==> src/rtl/hilo_muldiv_ctrl.sv <==
// hilo_muldiv_ctrl: HI/LO owner for the EXE stage. It runs a fixed-latency
// multiplier or a 32-step restoring divider, holds the pipeline while it
// runs, and then commits the result to HI/LO. A flush cancels any operation
// that has not yet committed.
module hilo_muldiv_ctrl #(
  parameter int unsigned MUL_LAT = 2
) (
  input  logic        clk,
  input  logic        rst,
  input  logic        op_valid,
  input  logic [2:0]  op_type,
  input  logic [31:0] src_a,
  input  logic [31:0] src_b,
  input  logic        flush,
  output logic        stall_req,
  output logic        busy,
  output logic        done,
  output logic [31:0] hi_out,
  output logic [31:0] lo_out
);

  typedef enum logic [1:0] {S_IDLE, S_MUL, S_DIV, S_DONE} state_t;

  localparam logic [2:0] OP_MULT  = 3'b000;
  localparam logic [2:0] OP_MULTU = 3'b001;
  localparam logic [2:0] OP_DIV   = 3'b010;
  localparam logic [2:0] OP_DIVU  = 3'b011;
  localparam logic [2:0] OP_MTHI  = 3'b100;
  localparam logic [2:0] OP_MTLO  = 3'b101;

  localparam logic [4:0] MUL_CNT_INIT = 5'(MUL_LAT - 1);

  state_t      state, next_state;
  logic [4:0]  cnt;
  logic [31:0] a_q, b_q;      // operands as issued, used for the sign fix-up
  logic        sgn_q;         // 1 for MULT/DIV
  logic [31:0] rem_q, quo_q;  // divider partial remainder / quotient shifter
  logic [31:0] dvs_q;         // divisor magnitude

  logic start_mul, start_div, wr_mthi, wr_mtlo, commit_mul, commit_div;
  logic is_muldiv;

  // Multiplier: both operands extended to 64 bits; the low 64 bits of that
  // product equal the 33x33 signed/unsigned product.
  logic [63:0] mul_a, mul_b, prod;

  // Divider datapath: one restoring step per cycle.
  logic [32:0] rem_shift, diff;
  logic        step_ok;
  logic [31:0] rem_nxt, quo_nxt, q_fix, r_fix;
  logic [31:0] src_a_mag, src_b_mag;
  logic        src_signed;

  assign src_signed = ~op_type[0];
  assign src_a_mag  = (src_signed && src_a[31]) ? -src_a : src_a;
  assign src_b_mag  = (src_signed && src_b[31]) ? -src_b : src_b;

  assign mul_a = {{32{sgn_q & a_q[31]}}, a_q};
  assign mul_b = {{32{sgn_q & b_q[31]}}, b_q};
  assign prod  = mul_a * mul_b;

  assign rem_shift = {rem_q, quo_q[31]};
  assign diff      = rem_shift - {1'b0, dvs_q};
  assign step_ok   = ~diff[32];
  assign rem_nxt   = step_ok ? diff[31:0] : rem_shift[31:0];
  assign quo_nxt   = {quo_q[30:0], step_ok};
  assign q_fix     = (sgn_q && (a_q[31] ^ b_q[31])) ? -quo_nxt : quo_nxt;
  assign r_fix     = (sgn_q && a_q[31]) ? -rem_nxt : rem_nxt;

  assign is_muldiv = (op_type == OP_MULT) || (op_type == OP_MULTU) ||
                     (op_type == OP_DIV)  || (op_type == OP_DIVU);

  // Stall is combinational so the accept cycle already holds the pipeline.
  assign stall_req = rst & ~flush &
                     (((state == S_IDLE) & op_valid & is_muldiv) |
                      (state == S_MUL) | (state == S_DIV));

  // State register.
  always_ff @(posedge clk) begin
    // NOTE: sequential state uses non-blocking assignments so every flop
    // samples the pre-edge values regardless of block ordering.
    if (!rst) state <= S_IDLE;
    else      state <= next_state;
  end

  // Next-state and one-cycle control strobes.
  always_comb begin
    // NOTE: every output of this block gets a default first, so no path can
    // leave a variable unassigned and infer a latch.
    next_state = state;
    start_mul  = 1'b0;
    start_div  = 1'b0;
    wr_mthi    = 1'b0;
    wr_mtlo    = 1'b0;
    commit_mul = 1'b0;
    commit_div = 1'b0;
    case (state)
      S_IDLE: begin
        if (op_valid && !flush) begin
          case (op_type)
            OP_MULT, OP_MULTU: begin start_mul = 1'b1; next_state = S_MUL; end
            OP_DIV, OP_DIVU:   begin start_div = 1'b1; next_state = S_DIV; end
            OP_MTHI:           wr_mthi = 1'b1;
            OP_MTLO:           wr_mtlo = 1'b1;
            default:           ;
          endcase
        end
      end
      S_MUL: begin
        if (flush) next_state = S_IDLE;
        else if (cnt == 5'd0) begin
          commit_mul = 1'b1;
          next_state = S_DONE;
        end
      end
      S_DIV: begin
        if (flush) next_state = S_IDLE;
        else if (cnt == 5'd0) begin
          // A zero divisor still completes, but leaves HI/LO untouched.
          commit_div = (dvs_q != 32'd0);
          next_state = S_DONE;
        end
      end
      S_DONE:  next_state = S_IDLE;
      default: next_state = S_IDLE;
    endcase
  end

  // Operand latches, step counter, divider shifter, HI/LO and status flops.
  always_ff @(posedge clk) begin
    // NOTE: datapath registers are reset as well, so HI/LO and the divider
    // come out of reset with known contents rather than X.
    if (!rst) begin
      cnt    <= 5'd0;
      a_q    <= 32'd0;
      b_q    <= 32'd0;
      sgn_q  <= 1'b0;
      rem_q  <= 32'd0;
      quo_q  <= 32'd0;
      dvs_q  <= 32'd0;
      hi_out <= 32'd0;
      lo_out <= 32'd0;
      busy   <= 1'b0;
      done   <= 1'b0;
    end else begin
      if (start_mul || start_div) begin
        a_q   <= src_a;
        b_q   <= src_b;
        sgn_q <= src_signed;
      end

      if (start_mul)                             cnt <= MUL_CNT_INIT;
      else if (start_div)                        cnt <= 5'd31;
      else if (state == S_MUL || state == S_DIV) cnt <= cnt - 5'd1;

      if (start_div) begin
        rem_q <= 32'd0;
        quo_q <= src_a_mag;
        dvs_q <= src_b_mag;
      end else if (state == S_DIV) begin
        rem_q <= rem_nxt;
        quo_q <= quo_nxt;
      end

      if (wr_mthi) hi_out <= src_a;
      if (wr_mtlo) lo_out <= src_a;
      if (commit_mul) begin
        hi_out <= prod[63:32];
        lo_out <= prod[31:0];
      end
      if (commit_div) begin
        hi_out <= r_fix;
        lo_out <= q_fix;
      end

      busy <= (next_state == S_MUL) || (next_state == S_DIV);
      done <= (next_state == S_DONE);
    end
  end

endmodule

==> config.mk <==
export PLATFORM = sky130hd
export DESIGN_NAME = hilo_muldiv_ctrl
export DESIGN_NICKNAME = d
export VERILOG_FILES = /design/src/rtl/hilo_muldiv_ctrl.sv
export SDC_FILE = /design/constraint.sdc
export NUM_CORES = 2
export LEC_CHECK = 0
export BUFFER_PORTS_ARGS = -buffer_cell sky130_fd_sc_hd__buf_4
export CAP_MARGIN = 20
export CELL_PAD_IN_SITES_DETAIL_PLACEMENT = 1
export CELL_PAD_IN_SITES_GLOBAL_PLACEMENT = 2
export CORE_MARGIN = 2
export CORE_UTILIZATION = 40
export CTS_CLUSTER_DIAMETER = 120
export CTS_CLUSTER_SIZE = 8
export DETAILED_ROUTE_END_ITERATION = 10
export MAX_ROUTING_LAYER = met4
export PLACE_DENSITY = 0.83
export SYNTH_ARGS = -nofsm -noshare
export SYNTH_HDL_FRONTEND = slang
export SYNTH_SLANG_ARGS = --single-unit
==> constraint.sdc <==
create_clock -name clk -period 15.84 [get_ports clk]
set_clock_uncertainty 0.1 [all_clocks]
set_input_delay 2.376 -clock clk [delete_from_list [all_inputs] [get_ports clk]]
set_output_delay 2.376 -clock clk [all_outputs]
set_load 0.01 [all_outputs]
Yosys cells after proc, flatten, opt, wreduce, memory -nomap -nowiden
Index checks and enable logic that the tools add are counted.
Widths: inputs -> output; s select.
{"block": "classes", "addsub": 6, "n_mul": 1, "eq_ne": 11, "mux": 39, "bitwise": 13, "n_reduce_logical": 26}
{"cell": "$mux 32", "count": 13}
{"cell": "$neg 32->32", "count": 4}
{"cell": "$mul 33x33->64", "count": 1}
{"cell": "$sub 33x32->33", "count": 1}
{"cell": "$reduce_bool 32->1", "count": 1}
{"cell": "$mux 1", "count": 19}
{"cell": "$mux 5", "count": 2}
{"cell": "$reduce_or 2->1", "count": 5}
{"cell": "$reduce_bool 3->1", "count": 3}
{"cell": "$eq 2x2->1 const B", "count": 4}
{"cell": "$and 1x1->1", "count": 6}
{"cell": "$eq 3x2->1 const B", "count": 2}
{"cell": "$eq 3x3->1 const B", "count": 2}
{"cell": "$logic_or 1x1->1", "count": 6}
{"cell": "$mux 2", "count": 3}
{"cell": "$pmux 2 s3", "count": 1}
{"cell": "$logic_and 1x1->1", "count": 5}
{"cell": "$logic_not 5->1", "count": 1}
{"cell": "$sub 5x1->5 const B", "count": 1}
{"cell": "$eq 2x1->1 const B", "count": 2}
{"cell": "$not 1->1", "count": 4}
{"cell": "$pmux 2 s2", "count": 1}
{"cell": "$reduce_bool 2->1", "count": 2}
{"cell": "$eq 3x1->1 const B", "count": 1}
{"cell": "other kinds (5)", "count": 6}
{"block": "totals", "regBits": 234, "inputBits": 71, "out_inout_bits": 67, "elab_cells": 109}

Depth between registers and ports, before layout
{"block": "depth", "word_depth": 8, "ltp_mapped": 34, "depth_no_buf": 30}

Worst setup path after synthesis
No wires, ideal clock.
{"block": "synth_path", "path_kind": "register to register", "start": "reg a_q[31]", "end": "reg hi_out[28]", "setup_ns": 0.132, "arrival_ns": 8.271, "t_required_ns": 15.608, "slack_ns": 7.337, "path_stages_with_launch": 33, "n_path_buf": 3, "period_less_slack_ns": 8.503, "cell_sequence": "dfxtp_1 clkbuf_1 and2_1 clkbuf_1 clkbuf_1 nand2_1 inv_1 fa_1 inv_1 fa_1 inv_1 fa_1 fa_1 inv_1 fa_1 inv_1 fa_1 inv_1 fa_1 fa_1 inv_1 ha_1 and2_1 nand4_1 nor2_1 o211ai_1 a31oi_1 a21oi_1 o21ai_0 nand3_1 mux2i_1 a221oi_1 a21oi_1"}
{"block": "synth_via", "elab_chain_len": 4, "word_cells_on_any_way": 6, "cone_classes": "mul: 1; mux: 3; bitwise: 1; reduce/logical: 1"}
{"item": "start, declared", "line": "35", "text": "logic [31:0] a_q, b_q;"}
{"item": "start signal, assigned", "line": "147", "text": "a_q <= src_a;"}
{"item": "$and 1x1->1", "line": "58", "text": "assign mul_a = {{32{sgn_q & a_q[31]}}, a_q};"}
{"item": "$mul 33x33->64", "line": "60", "text": "assign prod = mul_a * mul_b;"}
{"item": "$mux 32", "line": "167", "text": "if (commit_mul) begin"}
{"item": "$mux 32 *", "line": "171", "text": "if (commit_div) begin"}
{"item": "end signal, assigned", "line": "165", "text": "if (wr_mthi) hi_out <= src_a;"}
{"item": "end signal, assigned", "line": "168", "text": "hi_out <= prod[63:32];"}
{"item": "end signal, assigned", "line": "172", "text": "hi_out <= r_fix;"}
{"item": "end, declared", "line": "18", "text": "output logic [31:0] hi_out,"}
Mark *: on every way between the ends. The rest lies on a longest branch, timed or not.
A chain may end at the register's enable or synchronous reset.

Worst setup path in the final report
{"block": "layout_path", "start": "reg sgn_q", "end": "reg hi_out[25]"}
{"block": "layout_via", "elab_chain_len": 4, "word_cells_on_any_way": 7, "cone_classes": "mul: 1; mux: 3; bitwise: 2; reduce/logical: 1"}
{"item": "start, declared", "line": "36", "text": "logic sgn_q;"}
{"item": "start signal, assigned", "line": "149", "text": "sgn_q <= src_signed;"}
{"item": "$and 1x1->1, on equally long branches", "line": "58, 59"}
{"item": "$mul 33x33->64", "line": "60"}
{"item": "$mux 32", "line": "167"}
{"item": "$mux 32 *", "line": "171"}
Marks and branches as above.

==> metrics.md <==
| Metric | Value |
|---|---|
| Post-detail-place hpwl | `141,000 um` |
| CTS tree | `done` |
| Critical path depth | `28` |
| Core Area | `~130,000 um2` |
| Relative max-transition margin | `22.2%` |
| Clock Latency Late Sink | `around 540 ps` |
| Mapped Area | `between 50,000 and 60,000 um2` |
| #FFs+latches synth | `~230` |
| Maximum fanout along the worst path | `14` |
| Die Height | `between 300 and 400 um` |
| Final ANT Viol Nets | `0` |
| Main synth FF type | `dfxtp_1` |
| Most frequent cell after synthesis | `inv_1` |
| # DRC | `0` |
| Maxcap violations | `0` |
| PwrDens | `about 40 nW/um2` |
| Unrepaired setup endpoints after global routing | `no` |
| Area leader, netlist | `fa_1` |
| Final period util | `between 60 and 70%` |
| Post-synth EDFFs | `0` |
| Hold Crit Class | `reg -> reg` |
| Final setup TNS | `0 ps` |
| I/O pin cnt | `approximately 140` |
| Delay-heaviest family, CP | `adder cells` |
| Root Driver | `clkbuf_16` |
| Gate Count Post-Synth | `a little over 6,000` |
| Number of gates resized after cts | `0` |
| Fillcell total | `about 15,000` |
| H-tree levels | `2` |
| Hold Path Depth | `2` |
| Max frequency | `101 MHz` |
| Hold Startpoint | `b_q[24]` |
| Drt first pass iters | `8` |
| Area delta synth->final | `6.73%` |
| Critical Path Start Type | `flop` |
| Overflow after GRT | `0` |
| Synth area leaders | `fa_1 43%, dfxtp_1 8.9%, inv_1 8.5%` |
| CTS Sinks | `~230` |
| Worst-Margin Slew | `1170 ps` |
| Pin count of the biggest net entering global routing | `90` |
| IR drop worst, VDD | `around 68 uV` |
| Max Root-Sink Buffers | `3` |
| Commonest cells post-synth | `1,187 x inv_1, 1,126 x fa_1, 997 x nand2_1` |
| Post-synth top area share | `43.0%` |
| Die width | `roughly 370 um` |
| R2r worst-path depth | `28` |
| Period minus WS final | `a little under 10,000 ps` |
| Hold buffer count at CTS | `0` |
| Number of global-route vias before repair | `46,700` |
| Final Setup Violations | `0` |
| Max stage delay cell, worst path | `a2111oi_0` |
| Slew Limit Fails | `0` |
| Initial Util | `around two fifths` |
| Outcome | `complete, no violations` |
| GRT Overall Usage | `27.1%` |
| Setup crit end kind | `flop` |
| Ys Warns | `0` |
| Final Wtd Congestion | `0.929` |
| Seq/Total Area, Yosys | `a little under 9%` |
| WP data arrival | `about 10,000 ps` |
| R2r endpoint | `hi_out[25]` |
| Crit Path Class | `reg -> reg` |
| Setup ws final | `~6000 ps` |
| Mean Syn Cell Area | `around 8.6 um2` |
| Share of cells above drive strength 1 | `around 5.4%` |
| Slowest stage delay, CP | `between 700 and 800 ps` |
| Global-route wire length before repair | `between 200,000 and 300,000 um` |
| Clock buffer count from CTS | `35` |
| Postcts setup bufs | `0` |
| DP Worst Slack | `just over 6000 ps` |
| Nets | `between 7,000 and 8,000` |
| Drt wl/cell | `about 22 um` |
| Unique masters post-synth | `81` |
| Reg-to-reg slack, setup | `a little under 6000 ps` |
| Sink of the worst hold path | `b_q[24]` |
| CP Data Required Time | `about 16,000 ps` |
| Hold Fails Final Rpt | `0` |
| Detailed-route via count | `41,900` |
| Buffers & Inverters on Critical Path | `6` |
| I/O Buffers | `137` |
| Net Count, Synth | `roughly 7,600` |
| Die ar. | `between 100,000 and 150,000 um2` |
| Antenna violations before repair | `6` |
| Most Frequent Cell on Critical Path | `fa_1` |
| DRT Wirelength | `173,000 um` |
| Iteration-0 DRC count of the detailed router | `2,390` |
| Asr flop ratio synth | `0%` |
| Vias/cell | `about 5.4` |
| Std cell rows | `132` |
| Worst R2R Start | `sgn_q` |
| Clock-pin slew on the worst setup and hold paths | `about 60 ps` |
| P_leak | `0.0262 uW` |
==> cell families after synthesis <==
logic type	count (synthesis)	share of synthesized area, %
xor gates and xnor gates	212	3.54
AOI/OAI and AO/OA	771	9.45
buffers and inverters	1553	11.2
DFF	234	8.93
adders and majority gates	1380	49.0
muxes	76	1.47
and+or+nand+nor	1886	16.4
==> metrics by stage <==
step           cells  hold slack (ps)  total power (uW)  utilization [%]  cell area [um2]
5_1_grt         7762              369              2330             43.1            56000
3_3_place_gp    7715              342              1500             42.4            55000
2_1_floorplan   6112              345              1210                -            52500
6_report        7763              351              2220             43.1            56000
4_1_cts         7754              354              2220             43.1            55900
3_5_place_dp    7715              347              1520             42.4            55000
==> layer usage <==
layer | track usage (%) | share of wire (%) | up-vias
li1 | - | - | 18500
met1 | 35.1 | 43 | 22300
met2 | 45.5 | 50 | 890
met3 | 1.87 | 3.5 | 270
met4 | 8.32 | 3.5 | 0
met5 | - | 0 | -
==> layout by cell type (no fill, tap or decap), types with 21 or more instances in the layout <==
cell,instances
inv_1,1187
fa_1,1126
nand2_1,993
and2_1,363
a21oi_1,265
ha_1,253
nor2_1,246
buf_4,225
dfxtp_1,220
xnor2_1,124
o21ai_0,112
a211oi_1,96
xor2_1,88
mux2i_1,69
o211ai_1,62
nor3_1,48
nand3_1,45
a21o_1,43
clkbuf_16,36
and3_1,35
a31oi_1,30
nor4_1,27
nand2b_1,23
nand4_1,21
or3_1,21
==> worst max-delay path by stage <==
stage,start,slack [ps],to
after floorplan,a_q[31],7340,hi_out[28]
after global placement,sgn_q,6350,hi_out[25]
after CTS,sgn_q,6120,hi_out[25]
after detailed placement,sgn_q,6180,hi_out[25]
after global routing,a_q[31],5480,hi_out[23]
final,sgn_q,5960,hi_out[25]
==> cell type report <==
cell class | count | area [um2] | area share, %
tap | 1742 | 2180 | 3.89
clock buffer | 36 | 901 | 1.61
sequential | 234 | 4700 | 8.39
timing repair buffer | 227 | 1740 | 3.10
clock inverter | 3 | 33.8 | 0.0603
multi-input combinational | 4325 | 42000 | 74.9
antenna | 7 | 17.5 | 0.0313
inverter | 1189 | 4470 | 7.98
==> state kept, by name, summed over array words and instances (netlist names), 2 cells and up <==
name    count
a_q        32
b_q        32
dvs_q      32
hi_out     32
lo_out     32
quo_q      32
rem_q      32
cnt         5
state       2
==> report_power, final <==
| part | switching (uW) | internal (uW) | total [uW] |
|---|---|---|---|
| sequential | 32.6 | 615 | 648 |
| clock | 300 | 402 | 702 |
| combinational | 584 | 288 | 872 |
| total | 916 | 1310 | 2220 |
==> worst min-delay path, delay by kind of cell, from the launching register on <==
| kind | cells | cell delay, ps |
|---|---|---|
| AOI/OAI and AO/OA | 1 | 50 |
| DFF | 1 | 300 |
| and+or+nand+nor | 1 | 50 |
(Power assumes the default switching activity.)
